### src/rtl/floating_point_result_buffer.sv
// Result buffer placed after floating_point_multiplier.
// It holds products and their exception flags in a small FIFO with a valid/ready
// handshake. It also keeps sticky status flags and saturating per-flag event counters.
module floating_point_result_buffer #(
    parameter int EXPONENT_WIDTH = 8,
    parameter int MANTISSA_WIDTH = 23,
    parameter int DEPTH          = 4,
    parameter int COUNT_WIDTH    = 16,
    localparam int FLOAT_BIT_WIDTH = EXPONENT_WIDTH + MANTISSA_WIDTH + 1,
    localparam int PTR_WIDTH       = $clog2(DEPTH),
    localparam int LEVEL_WIDTH     = PTR_WIDTH + 1
) (
    input  logic                       clk,
    input  logic                       rst,
    input  logic                       in_valid,
    output logic                       in_ready,
    input  logic [FLOAT_BIT_WIDTH-1:0] in_result,
    input  logic                       in_underflow_flag,
    input  logic                       in_overflow_flag,
    input  logic                       in_invalid_operation_flag,
    output logic                       out_valid,
    input  logic                       out_ready,
    output logic [FLOAT_BIT_WIDTH-1:0] out_result,
    output logic [2:0]                 out_flags,
    input  logic                       flush,
    input  logic                       clear_sticky,
    output logic [2:0]                 sticky_flags,
    output logic [COUNT_WIDTH-1:0]     underflow_count,
    output logic [COUNT_WIDTH-1:0]     overflow_count,
    output logic [COUNT_WIDTH-1:0]     invalid_count,
    output logic [LEVEL_WIDTH-1:0]     level
);

    logic [FLOAT_BIT_WIDTH-1:0] data_mem [DEPTH];
    logic [2:0]                 flag_mem [DEPTH];
    logic [PTR_WIDTH-1:0]       wr_ptr;
    logic [PTR_WIDTH-1:0]       rd_ptr;
    logic [2:0]                 in_flags;
    logic                       push;
    logic                       pop;

    assign in_flags = {in_invalid_operation_flag, in_overflow_flag, in_underflow_flag};

    // in_ready depends only on the registered level. Because of this, a full buffer
    // refuses a push even in a cycle where the consumer pops.
    assign in_ready  = (level < LEVEL_WIDTH'(DEPTH));
    assign out_valid = (level != '0);

    // A flush discards the cycle's traffic. A push made during a flush is not
    // accepted, so it is not counted either.
    assign push = in_valid & in_ready & ~flush;
    assign pop  = out_valid & out_ready & ~flush;

    // Head entry. It is forced to zero while the buffer is empty, so the outputs
    // show zero after reset even though the storage itself holds no reset value.
    assign out_result = out_valid ? data_mem[rd_ptr] : '0;
    assign out_flags  = out_valid ? flag_mem[rd_ptr] : '0;

    // Occupancy and pointer bookkeeping. Pointers wrap naturally because DEPTH is a power of two.
    always_ff @(posedge clk) begin
        // NOTE: state registers use non-blocking assignments, so every block sees the pre-edge values.
        if (rst) begin
            wr_ptr <= '0;
            rd_ptr <= '0;
            level  <= '0;
        end else if (flush) begin
            wr_ptr <= '0;
            rd_ptr <= '0;
            level  <= '0;
        end else begin
            if (push) wr_ptr <= wr_ptr + PTR_WIDTH'(1);
            if (pop)  rd_ptr <= rd_ptr + PTR_WIDTH'(1);
            case ({push, pop})
                2'b10:   level <= level + LEVEL_WIDTH'(1);
                2'b01:   level <= level - LEVEL_WIDTH'(1);
                default: level <= level;
            endcase
        end
    end

    // Entry storage. Words are written only on an accepted push.
    always_ff @(posedge clk) begin
        // NOTE: storage has no reset. The valid region is defined by level and the pointers, and out_* is gated by out_valid.
        if (push) begin
            data_mem[wr_ptr] <= in_result;
            flag_mem[wr_ptr] <= in_flags;
        end
    end

    // Sticky flags. A flagged push in the same cycle overrides clear_sticky.
    always_ff @(posedge clk) begin
        if (rst) begin
            sticky_flags <= '0;
        end else begin
            sticky_flags <= (clear_sticky ? 3'b000 : sticky_flags) | (push ? in_flags : 3'b000);
        end
    end

    // Saturating per-flag event counters. Only rst clears them.
    always_ff @(posedge clk) begin
        if (rst) begin
            underflow_count <= '0;
            overflow_count  <= '0;
            invalid_count   <= '0;
        end else begin
            if (push && in_flags[0] && (underflow_count != '1))
                underflow_count <= underflow_count + COUNT_WIDTH'(1);
            if (push && in_flags[1] && (overflow_count != '1))
                overflow_count <= overflow_count + COUNT_WIDTH'(1);
            if (push && in_flags[2] && (invalid_count != '1))
                invalid_count <= invalid_count + COUNT_WIDTH'(1);
        end
    end

endmodule

### config.mk
export PLATFORM = sky130hd
export DESIGN_NAME = floating_point_result_buffer
export DESIGN_NICKNAME = d
export VERILOG_FILES = /design/src/rtl/floating_point_result_buffer.sv
export SDC_FILE = /design/constraint.sdc
export NUM_CORES = 1
export LEC_CHECK = 0
export BUFFER_PORTS_ARGS = -buffer_cell sky130_fd_sc_hd__buf_4
export CAP_MARGIN = 20
export CORE_UTILIZATION = 61
export CTS_CLUSTER_DIAMETER = 30
export DETAILED_ROUTE_END_ITERATION = 10
export PLACE_DENSITY = 0.85
export SETUP_SLACK_MARGIN = 0.02
export SYNTH_ARGS = -nofsm -noshare
export SYNTH_HDL_FRONTEND = slang
export SYNTH_SLANG_ARGS = --single-unit
### constraint.sdc
create_clock -name clk -period 5.4 [get_ports clk]
set_input_delay 0.27 -clock clk [delete_from_list [all_inputs] [get_ports clk]]
set_output_delay 0.27 -clock clk [all_outputs]
set_load 0.005 [all_outputs]
; Yosys cells after proc, flatten, opt, wreduce, memory -nomap -nowiden
; Memories as Yosys holds them, arrays and structs flattened. A register that Yosys moved wholly into a read port is not among the register bits.
; Cells that the tools add are included.
[op_classes]
add_sub_neg = 7
mul = 0
n_div = 0
order_cmp = 1
n_eq_ne = 5
shifts = 0
n_mux = 11
bitwise = 6
n_reduce_logical = 9
[op_table]
columns = op, n
row1 = "adder 16 x 1 -> 16 bit, second input constant", 3
row2 = "inequality test 16 bit, second input constant", 3
row3 = 2-to-1 mux 32 bit, 1
row4 = 2-to-1 mux 3 bit, 3
row5 = 2-to-1 mux 2 bit, 4
row6 = logical AND 1 bit, 6
row7 = case mux 3 bit (2 select lines), 1
row8 = "adder 2 x 1 -> 2 bit, second input constant", 2
row9 = AND 1 bit, 4
row10 = "adder 3 x 1 -> 3 bit, second input constant", 1
row11 = "less-than comparator 3 bit, second input constant", 1
row12 = OR 3 bit, 1
row13 = nonzero test 3 bit, 1
row14 = "subtractor 3 x 1 -> 3 bit, second input constant", 1
row15 = "== test 2 x 1 -> 1 bit, second input constant", 1
row16 = "== test 2 bit, second input constant", 1
row17 = 2-to-1 mux 1 bit, 2
row18 = nonzero test 2 bit, 1
row19 = OR reduction 2 bit, 1
row20 = NOT 1 bit, 1
[word_totals]
reg_bits = 58
latch_bits = 0
ram_bits = 140
romBits = 0
input_bits = 41
wordCells = 48
memories = 2
[mem_list]
columns = name, words, word_bits, rd, rd_clocked_by_memory_dff, wr, line_no
row1 = data_mem, 4, 32, 1, 1, 1, 34  ; logic [FLOAT_BIT_WIDTH-1:0] data_mem [DEPTH];
row2 = flag_mem, 4, 3, 1, 1, 1, 35  ; logic [2:0] flag_mem [DEPTH];

; Depth between registers and ports, before layout
[logic_depth]
depth_word = 5
mapped_depth = 9

; Worst setup path after synthesis
; Ideal clock, no wire load.
[synth_timing]
kind = flip-flop to flip-flop
startpoint = reg level[2]
endpoint = reg level[2]
t_arrival_ns = 2.202
path_slack_ns = 3.128
path_stages_with_launch = 10
n_path_buf = 1
period_less_slack_ns = 2.272
path_cell_list = dfxtp_1 > nor3_1 > clkbuf_1 > nor3b_1 > ha_1 > inv_1 > fa_1 > xor2_1 > or3_1 > a21oi_1
[synth_via]
elab_chain_len = 5
word_cells_on_any_way = 12
cone_classes = add/sub: 2 / order compare: 1 / eq/ne: 2 / mux: 1 / bitwise: 4 / reduce/logical: 2
[synth_rtl]
columns = item, line_no
row1 = start: declaration, 31  ; output logic [LEVEL_WIDTH-1:0] level
row2 = start signal: assignment, 74  ; 2'b10: level <= level + LEVEL_WIDTH'(1);
row3 = start signal: assignment, 75  ; 2'b01: level <= level - LEVEL_WIDTH'(1);
row4 = start signal: assignment, 76  ; default: level <= level;
row5 = nonzero test 3 bit *, 47  ; assign out_valid = (level != '0);
row6 = AND 1 bit * (2 in series), 52  ; assign pop = out_valid & out_ready & ~flush;
row7 = via pop, 40  ; logic pop;
row8 = == test 2 x 1 -> 1 bit / == test 2 bit (equally long branches), 73  ; case ({push, pop})
row9 = case mux 3 bit (2 select lines) / nonzero test 2 bit (equally long branches), n/a
; Mark *: on every way through the listed nets, which the timed path passes. The rest lies on a longest branch.
; A chain may end at the register's enable or synchronous reset.

; Worst setup path after layout
; Same ends and word-level chain as after synthesis.

==> flow_summary.yaml <==
run_status:
  outcome: "completed"
worst_setup_path:
  crit_path_start_kind: "register"
  crit_start: "level[2]"
  reg2reg_depth: 9
  rr_endpoint: "level[2]"
  rr_startpoint: "level[2]"
  worstSetupEndpointType: "register"
  ff2ff_setup_slack_ns: 2.75
  required_ns: 5.77
  worstPathMaxFanout: 38
  arrival_ns: 3.01
  crit_type: "reg2reg"
sta:
  rsz0062_at_grt: "false"
  finalSetupTns_ns: 0
  finalHoldViolCount: 0
  tightest_slew_ns: 0.959
  layout_min_cycle_time_ns: 2.65
  finClkSkew_ns: 0.0127
  slew-limit-headroom_pct: 36.1
  fmax_ghz: 0.378
  finalMaxSlewViolations: 0
  period_share_pct: 49.0
  setup_viol_count_final: 0
clock_network:
  clk-insertion-delay-late_ns: 0.43
  clockRootBuffer: "clkbuf_16"
  cts_setup_buffers: 0
  numCtsBuffers: 17
  cts.sinks: 200
  clk_pin_slew_ns: 0.07
  holdBufCountCts: 0
  cts_resized: 0
  clockBufferDepth: 2
  h-tree-depth: 4
  cts_tree: "yes"
synth:
  synth-edff-count: 140
  post_synth_inst_count: 581
  syn_avg_cell_area_um2: 14.3
  synth_nets: 631
  synthArstFlopShare_pct: 0
  synth_most_common_cell: "edfxtp_1"
  netlist.area_leader.share_pct: 50.7
  synth_area_leader_cell: "edfxtp_1"
  synth_cell_types: 42
  ys_ff_latch: 200
  synth_ff_type: "edfxtp_1"
  yosys-top-cells-area: "edfxtp_1, dfxtp_1, mux4_2"
  ys_top_cells_by_count: "edfxtp_1, dfxtp_1, a21oi_1"
  syn_area_um2: 8290
  synth_seq_area_share_pct: 65.2
  ys_warn_count: 0
min_path:
  min_delay_path_depth: 1
  whs_endpoint: "data_mem[1][24]"
  min_path_type: "in2reg"
  hp-start: "in_result[24]"
detailed_routing:
  vias_per_cell: 6.16
  wirelength_um: 17800
  vias: 5526
  antenna_left: 0
  firstDrtPassIters: 5
  remaining_drc_errors: 0
  drt_iter0_markers: 489
  wl_per_cell_um: 19.8
place:
  gp_congestion: 0.867
  hpwl_um: 11000
  portBuffers: 131
  placed_cell_area_um2: 9440
flow_run:
  cap_violations: 0
layout:
  drive_above_1_share_pct: 31.3
  utilization_pct: 75.9
  num_antenna_cells: 0
  fin_area_um2: 10000
  finalNetCount: 758
  syn2layout_area_growth_pct: 21.2
  seq_area_um2: 5410
  multiInputGateArea_um2: 2730
  fillers: 817
power:
  ir_drop_mv: 0.242
  leakagePower_nw: 3.36
  power.density_nw_per_um2: 306
die:
  die_h_um: 119
  die-area_um2: 14100
  io_pins: 132
  initial_core_util_pct: 62.6
  std_cell_rows: 42
  core-area_um2: 13200
  fp.dieW_um: 119
grt:
  grt_overflow: 0
  grt_pass1_vias: 5388
  grt_pass1_wl_um: 28300
  grt_max_degree: 59
  grt_usage_pct: 26.6
  antenna_found_initial: 0
==> power by group <==
| group | internal [W] | switching (W) | total, W |
|---|---|---|---|
| clock | 0.000740 | 0.000543 | 0.00128 |
| combinational | 0.0000587 | 0.0000622 | 0.000121 |
| sequential | 0.00166 | 0.00000801 | 0.00167 |
| total | 0.00246 | 0.000614 | 0.00307 |
==> placed cells by master, fill, tap and decap left out, types with 16 or more instances in the layout <==
master     count
nor2b_1       40
or4_1         25
clkbuf_16     17
nor2_1        21
inv_1         16
buf_4        137
nand2_1       17
a21oi_1       41
nand3_1       17
mux4_2        35
o31ai_1       24
edfxtp_1     140
dfxtp_1       58
==> cells by family (layout without fill, tap and decap cells) <==
| family | Yosys count | in the layout | synth area share, % |
|---|---|---|---|
| DFF | 200 | 200 | 65.2 |
| and+or+nand+nor | 196 | 196 | 14.3 |
| AOI/OAI and AO/OA | 85 | 85 | 6.14 |
| buffers and inverters | 45 | 185 | 2.13 |
| muxes | 41 | 41 | 10.3 |
| adders and majority gates | 9 | 9 | 1.45 |
| xor gates and xnor gates | 5 | 5 | 0.528 |
==> sequential cells by signal, summed over array words and instances, names as in the netlist, named ones only <==
name / count
data_mem: 128
flag_mem: 12
level: 3
sticky_flags: 3
invalid_count: 16
wr_ptr: 2
overflow_count: 16
rd_ptr: 2
underflow_count: 16
==> worst max path at each step <==
stage,endpoint,slack [ns],cells past startpoint
after floorplan,level[2],3.13,9
after global placement,level[2],2.93,9
after detailed placement,level[2],2.81,9
after CTS,level[2],2.77,9
after global routing,level[2],2.61,9
final,level[2],2.75,9
==> critical path: stages, from the launching register on <==
cell	delay [ns]
dfxtp_1	0.49
nor3_2	0.09
buf_4	0.29
nor3b_1	0.39
ha_1	0.27
inv_1	0.06
fa_1	0.37
xor2_1	0.15
or3_1	0.31
a21oi_1	0.15
==> routing by layer <==
| metal | wire length (um) | track usage, % | vias up |
|---|---|---|---|
| met3 | 1220 | 6.66 | 19 |
| met1 | 6950 | 32.7 | 2750 |
| li1 | - | - | 2528 |
| met2 | 9410 | 46.0 | 229 |
| met4 | 209 | 9.02 | 0 |
| met5 | 0 | 0 | - |
==> through the flow <==
stage               hold slack (ns)  total power (W)  worst slack (ns)  std cells
global route                 0.0120          0.00315              2.61        897
floorplan                     0.369          0.00175              3.13        581
global placement              0.462          0.00181              2.93        864
detailed placement            0.463          0.00182              2.81        864
CTS                          0.0145          0.00308              2.77        896
finish                       0.0332          0.00307              2.75        897
==> layout make-up <==
cell class / instances / share of cell area (%)
Sequential cell: 200 / 53.8
Multi-Input combinational cell: 336 / 27.2
Timing Repair Buffer: 137 / 10.2
Clock buffer: 20 / 4.44
Tap cell: 176 / 2.19
Clock inverter: 12 / 1.52
Inverter: 16 / 0.598
No activity file was read; power rests on OpenSTA's default activity.
